<file path="config.mk">
export PLATFORM = sky130hd
export DESIGN_NAME = fifo_array_ctrl
export DESIGN_NICKNAME = d
export VERILOG_FILES = /design/src/rtl/fifo_ctrl_pkg.sv /design/src/rtl/fifo_array_ctrl_skew_scheduler.sv /design/src/rtl/fifo_array_ctrl.sv
export SDC_FILE = /design/constraint.sdc
export NUM_CORES = 1
export LEC_CHECK = 0
export BUFFER_PORTS_ARGS = -buffer_cell sky130_fd_sc_hd__buf_2
export CORE_MARGIN = 2
export CORE_UTILIZATION = 30
export DETAILED_ROUTE_END_ITERATION = 16
export PLACE_DENSITY = 0.48
export RECOVER_POWER = 100
export SYNTH_ARGS = -nofsm -noshare
export SYNTH_HDL_FRONTEND = slang
export SYNTH_SLANG_ARGS = --single-unit
export TNS_END_PERCENT = 5
</file>
<file path="constraint.sdc">
create_clock -name clk -period 3.03 [get_ports clk]
set_input_delay 0.7575 -clock clk [delete_from_list [all_inputs] [get_ports clk]]
set_output_delay 0.7575 -clock clk [all_outputs]
set_load 0.01 [all_outputs]
</file>
<file path="src/rtl/fifo_ctrl_pkg.sv">
`default_nettype none
// +------------------------------------------------------------------+
// | fifo_ctrl_pkg : shared types and widths for fifo_array_ctrl.    |
// | Revision: 1.0                                                   |
// +------------------------------------------------------------------+
package fifo_ctrl_pkg;

   typedef enum logic [2:0] {
      S_IDLE   = 3'd0,
      S_FILL   = 3'd1,
      S_LOADED = 3'd2,
      S_DRAIN  = 3'd3,
      S_DONE   = 3'd4
   } state_t;

   // Widths for the default bank (9 FIFOs of 256 words).
   localparam int ARRAY_SIZE_DEF = 9;
   localparam int LOG_DEPTH_DEF  = 8;
   localparam int ROW_W = $clog2(ARRAY_SIZE_DEF);
   localparam int LEN_W = LOG_DEPTH_DEF + 1;
   localparam int T_W   = LEN_W + ROW_W;

endpackage
`default_nettype wire

</file>
<file path="src/rtl/fifo_array_ctrl_skew_scheduler.sv">
`default_nettype none
// +------------------------------------------------------------------+
// | skew_scheduler : per-lane read schedule for the drain phase.     |
// | FIFO_ARRAY_CTRL_SKEW_EN selects diagonal skew, else lockstep.    |
// | Revision: 1.0                                                    |
// +------------------------------------------------------------------+
module skew_scheduler
   import fifo_ctrl_pkg::*;
#(
   parameter int ARRAY_SIZE = ARRAY_SIZE_DEF,
   parameter int LEN_W_P    = LEN_W,
   parameter int T_W_P      = T_W
) (
   input  logic [T_W_P-1:0]      t_i,
   input  logic [LEN_W_P-1:0]    len_i,
   output logic [ARRAY_SIZE-1:0] sched_o,
   output logic                  last_o
);

   localparam int EW = T_W_P + 1;

   logic [EW-1:0] t_ext;
   logic [EW-1:0] len_ext;

   assign t_ext   = EW'(t_i);
   assign len_ext = EW'(len_i);

   for (genvar i = 0; i < ARRAY_SIZE; i++) begin : g_lane
`ifdef FIFO_ARRAY_CTRL_SKEW_EN
      assign sched_o[i] = (t_ext >= EW'(i)) && (t_ext < (EW'(i) + len_ext));
`else
      assign sched_o[i] = (t_ext < len_ext);
`endif
   end

`ifdef FIFO_ARRAY_CTRL_SKEW_EN
   assign last_o = (t_ext == (len_ext + EW'(ARRAY_SIZE - 2)));
`else
   assign last_o = (t_ext == (len_ext - EW'(1)));
`endif

endmodule
`default_nettype wire

</file>
<file path="src/rtl/fifo_array_ctrl.sv">
`default_nettype none
// +------------------------------------------------------------------+
// | fifo_array_ctrl : fill/drain sequencer for the fifo_array bank.  |
// | Optional macro FIFO_ARRAY_CTRL_SKEW_EN enables diagonal skew.    |
// | Revision: 1.0                                                    |
// +------------------------------------------------------------------+
module fifo_array_ctrl
   import fifo_ctrl_pkg::*;
#(
   parameter int FIFO_DEPTH = 256,
   parameter int LOG_DEPTH  = 8,
   parameter int ARRAY_SIZE = 9
) (
   input  logic                  clk,
   input  logic                  clear,
   input  logic [LOG_DEPTH:0]    cfg_len,
   input  logic                  load_start,
   input  logic                  in_valid,
   output logic                  in_ready,
   input  logic                  start,
   input  logic [ARRAY_SIZE-1:0] fifo_full,
   input  logic [ARRAY_SIZE-1:0] fifo_empty,
   output logic [ARRAY_SIZE-1:0] w_en,
   output logic [ARRAY_SIZE-1:0] r_en,
   output logic                  fifo_clr,
   output logic [ARRAY_SIZE-1:0] out_valid,
   output logic                  loaded,
   output logic                  busy,
   output logic                  done,
   output logic                  err
);

   localparam int ROW_BITS = (ARRAY_SIZE > 1) ? $clog2(ARRAY_SIZE) : 1;
   localparam int LEN_BITS = LOG_DEPTH + 1;
   localparam int T_BITS   = LEN_BITS + ROW_BITS;

   state_t                state_q, state_d;
   logic [ROW_BITS-1:0]   row_q, row_d;
   logic [LEN_BITS-1:0]   col_q, col_d;
   logic [LEN_BITS-1:0]   len_q, len_d;
   logic [T_BITS-1:0]     t_q, t_d;
   logic                  err_q, err_d;
   logic [ARRAY_SIZE-1:0] out_valid_q;

   logic [ARRAY_SIZE-1:0] sched;
   logic                  sched_last;
   logic                  hs;

   skew_scheduler #(
      .ARRAY_SIZE (ARRAY_SIZE),
      .LEN_W_P    (LEN_BITS),
      .T_W_P      (T_BITS)
   ) u_sched (
      .t_i     (t_q),
      .len_i   (len_q),
      .sched_o (sched),
      .last_o  (sched_last)
   );

   always_ff @(posedge clk) begin
      if (clear) begin
         state_q     <= S_IDLE;
         row_q       <= '0;
         col_q       <= '0;
         len_q       <= '0;
         t_q         <= '0;
         err_q       <= 1'b0;
         out_valid_q <= '0;
      end else begin
         state_q     <= state_d;
         row_q       <= row_d;
         col_q       <= col_d;
         len_q       <= len_d;
         t_q         <= t_d;
         err_q       <= err_d;
         out_valid_q <= r_en;
      end
   end

   always_comb begin
      state_d  = state_q;
      row_d    = row_q;
      col_d    = col_q;
      len_d    = len_q;
      t_d      = t_q;
      err_d    = err_q;
      in_ready = 1'b0;
      w_en     = '0;
      r_en     = '0;
      fifo_clr = clear;
      loaded   = 1'b0;
      done     = 1'b0;
      hs       = 1'b0;

      case (state_q)
         S_IDLE: begin
            if (load_start && (cfg_len != '0) && (cfg_len <= LEN_BITS'(FIFO_DEPTH))) begin
               len_d    = cfg_len;
               row_d    = '0;
               col_d    = '0;
               fifo_clr = 1'b1;
               state_d  = S_FILL;
            end
         end
         S_FILL: begin
            // Enables are gated by clear so an abort takes effect in the same cycle.
            in_ready    = !fifo_full[row_q] && !clear;
            hs          = in_valid && in_ready;
            w_en[row_q] = hs;
            if (hs) begin
               if (col_q == (len_q - LEN_BITS'(1))) begin
                  col_d = '0;
                  if (row_q == ROW_BITS'(ARRAY_SIZE - 1)) begin
                     state_d = S_LOADED;
                  end else begin
                     row_d = row_q + ROW_BITS'(1);
                  end
               end else begin
                  col_d = col_q + LEN_BITS'(1);
               end
            end
         end
         S_LOADED: begin
            loaded = 1'b1;
            if (start) begin
               t_d     = '0;
               state_d = S_DRAIN;
            end
         end
         S_DRAIN: begin
            // An empty lane skips its read; the schedule keeps running regardless.
            if (!clear) begin
               r_en = sched & ~fifo_empty;
            end
            if ((sched & fifo_empty) != '0) begin
               err_d = 1'b1;
            end
            if (sched_last) begin
               state_d = S_DONE;
            end else begin
               t_d = t_q + T_BITS'(1);
            end
         end
         S_DONE: begin
            done    = 1'b1;
            state_d = S_IDLE;
         end
         default: begin
            state_d = S_IDLE;
         end
      endcase
   end

   assign out_valid = out_valid_q;
   assign busy      = (state_q != S_IDLE);
   assign err       = err_q;

endmodule
`default_nettype wire

</file>
* Word-level counts from Yosys, hierarchy flattened
Cells that the tools add are included.
** Storage, ports and cells
- Word-level logic and storage cells :: 85
- Output and inout port bits :: 33
- Input port bits :: 32
- Register bits :: 48
** Operators by class
- Multiplexer cells :: 31
- Eq/ne operators :: 15
- Reductions and logical operators :: 19
- $lt $le $gt $ge :: 4
- Bitwise logic cells :: 4
- Add/subtract/negate cells :: 5
** Operator list (number)
- 9-bit two-way mux :: 6
- 9-bit bitwise AND :: 3
- 13-bit two-way mux :: 2
- 13-bit one-hot mux with 2 select lines :: 1
- 3-bit two-way mux :: 6
- 9-bit one-hot mux with 2 select lines :: 1
- 9-bit nonzero test :: 2
- 4-bit two-way mux :: 4
- 2-bit inequality test (second input constant) :: 8
- 13-bit by 14-bit equality test with 1-bit output :: 1
- 13-bit by 1-bit adder with 13-bit output (second input constant) :: 1
- 13-bit by 9-bit less-than comparator with 1-bit output :: 1
- 3-bit one-hot mux with 4 select lines :: 1
- 9-bit by 1-bit subtractor with 10-bit output (second input constant) :: 1
- 9-bit by 1-bit adder with 9-bit output (second input constant) :: 1
- 9-bit equality test :: 1
- 9-bit less-or-equal comparator (second input constant) :: 1
- 9-bit NOT :: 1
- 9-bit by 1-bit subtractor with 9-bit output (second input constant) :: 1
- 4-bit one-hot mux with 2 select lines :: 1
- 1-bit two-way mux :: 7
- 3-bit by 2-bit equality test with 1-bit output (second input constant) :: 2
- 3-bit AND reduction :: 2
- 6-bit AND reduction :: 1
- 15 further kinds :: 22

* Depth between registers and ports, before layout
Gate-level depths: netlist of run 1.
- Word-level depth :: 7
- Depth in mapped cells :: 11
- Mapped depth without buffers :: 9

* Hierarchy
From an unflattened synthesis of run 1, not the netlist that was laid out.
** Second synthesis, totals
- Cells, all modules :: 416
- Area, all modules :: 3419.5 sq um
** By module, submodules not included
- fifo_array_ctrl :: times used 1, sequential area each 960.9 sq um, cells each 339, area each 2852.7 sq um
- skew_scheduler :: times used 1, sequential area each 0.0 sq um, cells each 77, area each 566.8 sq um

* Least setup slack after synthesis of run 1
No wires, ideal clock.
- Path type :: flip-flop to output port
- From :: register len_q[1]
- To :: output r_en[0]
- Data arrival time :: 2195 ps
- Buffers on the path :: 2
- Data required time :: 2273 ps
- Slack :: 77 ps
- Cell stages (with the launch flop) :: 12
- Cells stage by stage :: dfxtp_1 inv_1 ha_1 nor2b_1 o21ai_0 nand2b_1 a21oi_1 o21ai_0 a2111o_1 clkbuf_1 clkbuf_1 nor2_1
** On the way
- Longest elaborated chain between the ends :: 4
** RTL lines
- start, declared :: RTL line fifo_array_ctrl.sv:40 : logic [LEN_BITS-1:0] len_q, len_d;
- start signal, assigned :: RTL line fifo_array_ctrl.sv:73 : len_q <= len_d;
- 13-bit by 9-bit less-than comparator with 1-bit output :: RTL line fifo_array_ctrl_skew_scheduler.sv:32 : assign sched_o[i] = (t_ext < len_ext);
- 9-bit bitwise AND :: RTL line fifo_array_ctrl.sv:133 : r_en = sched & ~fifo_empty;
- 9-bit two-way mux :: RTL line fifo_array_ctrl.sv:132 : if (!clear) begin
- 9-bit two-way mux :: RTL line fifo_array_ctrl.sv:95 : case (state_q)
- end, declared :: RTL line fifo_array_ctrl.sv:24 : output logic [ARRAY_SIZE-1:0] r_en,
No other way between the ends.

* Final worst setup path of run 1
- From :: register len_q[1]
- To :: output r_en[1]
Same word-level chain as after synthesis.

==> flow_summary.toml, run 1 <==
[outcome]
status = "complete, but fails checks"
violations = "negative setup slack"

[placed_design]
hpwl_um = 6570
io_buffers = 64
place_inst = 591
dp_slack_ns = -0.09868
gp_congestion = 0.8026

[sta]
fin_crit_sh = 1.008
tightest_slew_ns = 0.8264
finalSetupViolCount = 8
slew_headroom = 0.4491
hold_viol_final = 0
finalWorstSetupSlack_ns = -0.02543
rsz0062_at_grt = "yes"
min_period_ns = 3.055
slew_viol_final = 0
skew_ns = 0.006306
max_freq_mhz = 327.3

[worst_setup_path]
path_max_fanout = 7
r2r-end = "t_q[4]$_SDFFE_PP0P_"
crit_arrival_ns = 2.30
crit-reg2reg-launch = "len_q[1]$_SDFFE_PP0P_"
crit_type = "register to primary output"
critPathCaptureType = "primary output"
ff2ff_setup_slack_ns = 0.20
critPathLaunchType = "register"
reg2regPathDepth = 12
cp.required_ns = 2.27

[power_and_ir_drop]
power_density_nw_per_um2 = 328.6
leakagePower_nw = 1.639
ir_worst_vdd_mv = 0.1372

[synth]
synth_fa_ha_area_frac = 0.06292
synth_xor_area_frac = 0.08179
postSynthCellCount = 382
synth-compound-area-share = 0.1372
synth_top_area_frac = 0.3020
async_flop_share = 0
synth_enable_flop_cells = 0
synth_mux_area_frac = 0.04562
ys_seq_elements = 48
synth_top_family_by_area = "simple AND/OR/NAND/NOR gates"
synth_cell_types = 68
synthFlopType = "dfxtp_1"
syn_area_per_cell_um2 = 8.329
synth-simple-area-share = 0.3221
seq_area_frac_synth = 0.3020
yosysWarnings = 0
synth.net_count = 430
yosys.area.top_type = "dfxtp_1"
syn-cell-area_um2 = 3182
yosys-top-cells-area = "dfxtp_1 (30%), ha_1 (6.3%), nor2_1 (6.0%)"

[global_routing]
grt_usage = 0.1544
antenna_found_initial = 0
grt_pass1_wl_um = 14210
grt_pass1_vias = 2828
grt_max_degree = 22
grt-ovfl-total = 0

[final_layout]
final_layout_size_suffix_gt1_frac = 0.2762
diodes = 0
fin_nets = 517
fill_cells = 1071
final_cell_mix = "buf_2 (53), nor2_1 (45), dfxtp_1 (45)"
layout_commonest_cell = "buf_2"
stdcell_count = 603
area_growth_pct = 24.30
fin_util = 0.3831
final-seq-area_um2 = 964.7
multi_input_area_um2 = 2118

[floorplanning]
core_um2 = 10320
ios = 65
start_util = 0.3082
die_x_um = 107.0
fp.dieH_um = 107.0
die-area_um2 = 11450
core.rowCount = 37

[cts]
clkTransAtPathRegs_ns = 0.09
cts_max_path_buffers = 2
clock_latency_ns = 0.30
cts_tree = "yes"
h-tree-depth = 2
numCtsBuffers = 5
cts_root_buf = "clkbuf_8"
clkSinkCount = 48
postCtsHoldBufs = 0

[route]
drtIter0Drc = 174
drt_pass1_iterations = 4
ant_nets = 0
drcViolationCount = 0
routedWlPerCell_um = 14.19
vias = 2983
finalWirelength_um = 8556
vias_per_cell = 4.947

[worst_hold_path]
hp-class = "register to register"
hp-start = "err$_SDFFE_PP0P_"
hold_depth = 2
min_to = "err$_SDFFE_PP0P_"

[run]
cap_violations = 0
## registers in the layout, summed over array words and instances, names as in the netlist
register and flops:
len_q 9, t_q 13, row_q 4, state_q 3, out_valid 9, err 1
col_q 9
## critical path, cell delays in order, from the launching register on
cell      delay, ns
dfxtp_2        0.33
inv_2          0.07
ha_4           0.19
nor2b_1        0.12
o21ai_1        0.11
nand2b_1       0.08
a21oi_2        0.19
o21ai_2        0.10
a2111o_2       0.45
buf_6          0.15
nor2_1         0.08
buf_2          0.13
## Yosys cell counts (5+ instances only)
cell	instances
buf_2	6
ha_1	16
a21oi_1	15
nand4_1	8
xor2_1	15
o31ai_1	7
and2_1	9
nand3_1	15
inv_1	15
dfxtp_1	48
nor3_1	8
o21ai_0	11
xnor2_1	12
nor2b_1	6
and3_1	7
nor4_1	7
nor2_1	51
mux2i_1	10
clkbuf_1	11
nand2b_1	9
nand2_1	21
or3_1	10
nor3b_1	5
## kinds of logic after synthesis
group | count (synthesis)
AND/OR/NAND/NOR | 182
AO/OA/AOI/OAI | 61
flip-flops | 48
buffers and inverters | 35
XOR/XNOR | 28
adder cells (fa/ha/maj) | 16
multiplexers | 12
## repair_timing
| item | CTS | global route |
|---|---|---|
| endpoints found under the setup margin | 17 | 17 |
| endpoints found under the hold margin | 0 | 0 |
| pin swaps | 8 | 5 |
| buffers inserted | 5 | 2 |
| gates resized for setup | 17 | 6 |
## final cells by class
type | instances | share of cell area
multi-input cells | 299 | 0.5356
repair buffers | 100 | 0.1458
clock buffers | 5 | 0.01740
inverters | 15 | 0.01424
flip-flops and latches | 48 | 0.2439
well taps | 136 | 0.04302
## worst max path at each step
stage | from | end | slack [ns] | cells after the start
2_1_floorplan | len_q[1]$_SDFFE_PP0P_ | r_en[0] | 0.08 | 11
3_3_place_gp | fifo_full[5] | w_en[4] | 0.001 | 7
4_1_cts | len_q[1]$_SDFFE_PP0P_ | r_en[0] | -0.08 | 11
5_1_grt | len_q[1]$_SDFFE_PP0P_ | r_en[6] | -0.17 | 11
6_report | len_q[1]$_SDFFE_PP0P_ | r_en[1] | -0.03 | 11
3_5_place_dp | fifo_full[5] | w_en[6] | -0.1 | 7
## where the power goes
group / switching, mW / leakage [nW] / internal (mW)
logic: 0.151 / 1.21 / 0.135
registers: 0.0152 / 0.389 / 0.641
clock network: 0.208 / 0.0359 / 0.150
total: 0.374 / 1.64 / 0.926
## metal layers
layer	up-vias	part of all wire	global-route usage
met5	-	0	0
met4	0	0.011	0.04174
met3	10	0.023	0.01884
met2	39	0.46	0.2420
met1	1400	0.51	0.2232
li1	1534	-	-
## metrics by stage
stage	hold slack, ns	power (mW)	TNS [ns]	instance area [µm²]
after floorplan	0.4605	0.8554	0	3182
after global placement	0.4675	0.9401	0	3792
after detailed placement	0.4657	0.9424	-0.4383	3792
after CTS	0.4968	1.321	-0.5170	3946
after global routing	0.5238	1.384	-1.679	3955
final	0.4944	1.300	-0.1068	3955
Note: power is estimated with default switching activity, not from simulation.
==> run 2: changes to the inputs <==
--- a/config.mk
+++ b/config.mk
@@ -6,6 +6,7 @@
 export NUM_CORES = 1
 export LEC_CHECK = 0
 export BUFFER_PORTS_ARGS = -buffer_cell sky130_fd_sc_hd__buf_2
+export CORE_ASPECT_RATIO = 1.25
 export CORE_MARGIN = 2
 export CORE_UTILIZATION = 30
 export DETAILED_ROUTE_END_ITERATION = 16
==> flow_summary.toml, run 2 (synthesized netlist as in run 1, its figures left out) <==
[outcome]
status = "complete, but fails checks"
violations = "negative setup slack"

[worst_setup_path]
crit-reg2reg-launch = "len_q[1]$_SDFFE_PP0P_"
crit_arrival_ns = 2.30
cp.required_ns = 2.27
ff2ff_setup_slack_ns = 0.15
critPathLaunchType = "register"
crit_type = "register to primary output"
reg2regPathDepth = 12
crit_path_start = "len_q[1]$_SDFFE_PP0P_"
path_max_fanout = 7
critPathCaptureType = "primary output"

[global_routing]
grt_usage = 0.1489
grt-ovfl-total = 0
grt_pass1_wl_um = 13480
grt_pass1_vias = 2796
antenna_found_initial = 0
grt_max_degree = 22

[sta]
rsz0062_at_grt = "yes"
tightest_slew_ns = 0.7856
skew_ns = 0.006763
max_freq_mhz = 327.4
hold_viol_final = 0
min_period_ns = 3.054
slew_viol_final = 0
finalSetupViolCount = 6
finalWorstSetupSlack_ns = -0.02393
slew_headroom = 0.4763
fin_crit_sh = 1.008

[worst_hold_path]
hp-start = "err$_SDFFE_PP0P_"
hp-class = "register to register"
hold_depth = 2

[final_layout]
diodes = 0
area_growth_pct = 28.08
fill_cells = 1090
fin_nets = 515
regMostFlops = "t_q"
final_layout_size_suffix_gt1_frac = 0.2735
final_cell_mix = "buf_2 (47), nor2_1 (45), dfxtp_1 (45)"
layout_commonest_cell = "buf_2"
largest_reg_flops = 13
stdcell_count = 600

[route]
drt_pass1_iterations = 4
vias_per_cell = 4.957
drtIter0Drc = 80
finalWirelength_um = 8411
vias = 2974
routedWlPerCell_um = 14.02
ant_nets = 0
drcViolationCount = 0

[placed_design]
place_inst = 587
io_buffers = 64
gp_congestion = 0.8113
hpwl_um = 6489
dp_slack_ns = -0.08612

[power_and_ir_drop]
power_density_nw_per_um2 = 398.1
ir_worst_vdd_mv = 0.2607
leakagePower_nw = 1.679

[floorplanning]
core.rowCount = 42
ios = 65
fp.dieH_um = 119.1
start_util = 0.3043
core_um2 = 10460
die-area_um2 = 11450
die_x_um = 96.11

[cts]
postCtsHoldBufs = 0
clock_latency_ns = 0.29
numCtsBuffers = 5
cts_tree = "yes"
clkTransAtPathRegs_ns = 0.07
h-tree-depth = 2
cts_root_buf = "clkbuf_16"
clkSinkCount = 48
cts_max_path_buffers = 2

[run]
cap_violations = 0
run 2: changes by cell type in the layout (fill, tap and decap cells not counted), sizes merged:
cell,before,now
bufinv,0,1
clkbuf,18,23
buf,87,82
run 2: repair_timing:
action,CTS,global route
buffers inserted,5,0
endpoints found under the setup margin,17,15
gates cloned,0,0
resized for setup,19,9
pin swaps,8,8
endpoints found under the hold margin,0,0
run 2: report_power, final:
| group | internal (mW) | leakage, nW | switching (mW) |
|---|---|---|---|
| clock | 0.435 | 0.0901 | 0.250 |
| sequential | 0.641 | 0.389 | 0.0142 |
| combinational | 0.131 | 1.20 | 0.151 |
| total | 1.21 | 1.68 | 0.415 |
run 2: final cells by class:
class                   instances  area (µm²)  area share
flip-flops and latches         48       964.7      0.2367
repair buffers                 98       580.6      0.1425
clock buffers                   7       152.6     0.03746
well taps                     132       165.2     0.04053
clock inverters                 1       30.03    0.007369
inverters                      15       56.30     0.01382
multi-input cells             299        2126      0.5216
run 2: final timing paths:
kind	endpoint
max	r_en[6]
min	err$_SDFFE_PP0P_
max reg2reg	t_q[4]$_SDFFE_PP0P_
min reg2reg	err$_SDFFE_PP0P_
run 2: metal layers:
| metal | up-vias | wire length, µm | GRT usage |
|---|---|---|---|
| met5 | - | 0 | 0 |
| met4 | 0 | 72 | 0.03750 |
| met3 | 6 | 342 | 0.02973 |
| met2 | 67 | 4239 | 0.2639 |
| met1 | 1365 | 3757 | 0.1800 |
| li1 | 1536 | - | - |
run 2: worst max-delay path: stages (launching register included):
cell and delay [ns]:
dfxtp_2 0.33, inv_2 0.07, ha_4 0.19, nor2b_1 0.12, o21ai_1 0.11, nand2b_1 0.09
a21oi_2 0.20, o21ai_2 0.10, a2111o_2 0.45, buf_6 0.15, nor2_1 0.07, buf_2 0.13
run 2: through the flow:
step	total power, mW	setup TNS [ns]	utilization	hold slack, ns	area [µm²]
after floorplan	0.8554	0	-	0.4605	3182
after global placement	0.9406	-0.1460	0.3622	0.4527	3787
after detailed placement	0.9431	-0.4892	0.3622	0.4628	3787
after CTS	1.644	-0.6511	0.3891	0.4806	4069
after global routing	1.683	-1.627	0.3897	0.5210	4075
final	1.622	-0.1138	0.3897	0.4866	4075
==> run 3: changes to the inputs <==
--- a/config.mk
+++ b/config.mk
@@ -7,7 +7,6 @@
 export LEC_CHECK = 0
 export BUFFER_PORTS_ARGS = -buffer_cell sky130_fd_sc_hd__buf_2
 export CORE_ASPECT_RATIO = 1.25
-export CORE_MARGIN = 2
 export CORE_UTILIZATION = 30
 export DETAILED_ROUTE_END_ITERATION = 16
 export PLACE_DENSITY = 0.48
==> flow_summary.toml, run 3 (synthesized netlist as in run 1, its figures left out) <==
[worst_setup_path]
crit_path_start = "len_q[1]$_SDFFE_PP0P_"
reg2regPathDepth = 20
ff2ff_setup_slack_ns = -0.07
path_max_fanout = 2
setup.worst_path.end = "err$_SDFFE_PP0P_"
crit_type = "register to register"
critPathLaunchType = "register"
r2r-end = "err$_SDFFE_PP0P_"
cp.required_ns = 3.23
critPathCaptureType = "register"
crit_arrival_ns = 3.31
crit-reg2reg-launch = "len_q[1]$_SDFFE_PP0P_"

[floorplanning]
core.rowCount = 41
die-area_um2 = 11020
core_um2 = 10210
ios = 65
start_util = 0.3117
fp.dieH_um = 117.1
die_x_um = 94.11

[power_and_ir_drop]
leakagePower_nw = 1.741
p_sw_mw = 0.4350
ir_worst_vdd_mv = 0.1971
power_frac_clock = 0.453
p_seq_frac = 0.365
combPwrFrac = 0.182
power_density_nw_per_um2 = 432.1
switching_share = 0.2421
internal_power_mw = 1.362

[final_layout]
stdcell_count = 607
diodes = 0
largest_reg_flops = 13
layout_commonest_cell = "nor2_1"
fin_area_um2 = 4159
regMostFlops = "t_q"
final_layout_size_suffix_gt1_frac = 0.2762
final_cell_mix = "nor2_1 (48), buf_2 (47), dfxtp_1 (46)"
fill_cells = 1074
multi_input_area_um2 = 2118
area_growth_pct = 30.71
fin_nets = 525
final-seq-area_um2 = 963.4

[sta]
slew_viol_final = 0
finalSetupViolCount = 10
min_period_ns = 3.105
hold_viol_final = 0
rsz0062_at_grt = "yes"
max_freq_mhz = 322.1
tightest_slew_ns = 0.8207
skew_ns = 0.004280
slew_headroom = 0.4529
fin_crit_sh = 1.025
finalWorstSetupSlack_ns = -0.07467

[route]
ant_nets = 0
drcViolationCount = 0
drt_pass1_iterations = 4
vias_per_cell = 5.082
routedWlPerCell_um = 14.41
drtIter0Drc = 101
finalWirelength_um = 8745
vias = 3085

[cts]
cts_max_path_buffers = 2
numCtsBuffers = 5
cts_root_buf = "clkbuf_16"
clock_latency_ns = 0.29
clkTransAtPathRegs_ns = 0.07
clkSinkCount = 48
cts_tree = "yes"
postCtsHoldBufs = 0
h-tree-depth = 2

[placed_design]
postPlaceCellArea_um2 = 3784
gp_congestion = 0.7480
place_inst = 584
hpwl_um = 6439
io_buffers = 64

[global_routing]
use_met2 = 0.3148
grt_max_degree = 22
grt_pass1_vias = 2955
busiest_layer = "met2"
antenna_found_initial = 0
use_met3 = 0.02842
grt_usage = 0.1657
grt.met1_usage = 0.1821
grt_pass1_wl_um = 14060
grt-ovfl-total = 0

[outcome]
violations = "negative setup slack"
status = "complete, but fails checks"

[worst_hold_path]
hp-class = "register to register"

[run]
cap_violations = 0
run 3: cell types whose count changed in the layout (fill, tap and decap cells not counted), moves of 2 or more:
cell | before | now
clkbuf_8 | 2 | 0
bufinv_16 | 1 | 3
nor2_2 | 6 | 4
buf_4 | 29 | 38
nor2_1 | 45 | 48
clkbuf_1 | 16 | 18
run 3: critical path, stage by stage, from the launching register on:
cell and delay [ns]:
dfxtp_2 0.32, inv_2 0.07, ha_4 0.19, nor2b_1 0.12, o21ai_1 0.12, nand2b_1 0.10, a21oi_2 0.21, o21ai_2 0.09
buf_4 0.13, buf_4 0.12, buf_4 0.12, buf_4 0.12, buf_4 0.12, buf_4 0.13, buf_4 0.12, buf_4 0.13
buf_4 0.12, buf_4 0.12, buf_4 0.12, a21o_1 0.15, o41ai_2 0.30
run 3: metrics by stage:
step	TNS, ns	utilization	power [mW]	hold slack [ns]	setup WS (ns)
2_1_floorplan	0	-	0.8554	0.4605	0.07701
3_3_place_gp	-0.3960	0.3706	0.9401	0.4478	-0.04943
3_5_place_dp	-1.015	0.3706	0.9421	0.4580	-0.1321
4_1_cts	-0.7375	0.4085	1.806	0.4772	-0.1005
5_1_grt	-1.882	0.4074	1.863	0.5005	-0.1604
6_report	-0.3758	0.4074	1.797	0.4723	-0.07467
run 3: how the worst min path moves through the flow:
stage / depth (start not counted) / from / to
floorplan: 2 / t_q[9]$_SDFFE_PP0P_ / t_q[9]$_SDFFE_PP0P_
global placement: 2 / err$_SDFFE_PP0P_ / err$_SDFFE_PP0P_
detailed placement: 2 / err$_SDFFE_PP0P_ / err$_SDFFE_PP0P_
CTS: 2 / err$_SDFFE_PP0P_ / err$_SDFFE_PP0P_
global route: 2 / err$_SDFFE_PP0P_ / err$_SDFFE_PP0P_
finish: 2 / err$_SDFFE_PP0P_ / err$_SDFFE_PP0P_
run 3: routing by layer:
metal  part of all wire  up-vias  routed length [µm]
li1                   -     1561                   -
met2               0.52       58                4576
met5                  0        -                   0
met4              0.025        0                 222
met1               0.42     1453                3690
met3              0.029       13                 255
run 3: layout make-up:
class,instances,area share
clock buffers,5,0.03008
clock inverters,3,0.02166
inverters,15,0.01354
multi-input cells,299,0.5093
flip-flops and latches,48,0.2316
well taps,129,0.03881
repair buffers,108,0.1549
run 3: power groups by stage:
stage          clock [mW]  sequential [mW]  combinational, mW
4_1_cts             0.827            0.656              0.322
2_1_floorplan           0            0.664              0.192
3_3_place_gp            0            0.671              0.269
3_5_place_dp            0            0.670              0.272
6_report            0.814            0.656              0.327
5_1_grt             0.848            0.657              0.357
run 3: repair_timing:
item,4_1_cts,5_1_grt
pin swaps,9,3
buffers inserted,15,0
resized for setup,18,5
gates cloned,0,0
setup endpoints to repair,17,18
endpoints found under the hold margin,0,0
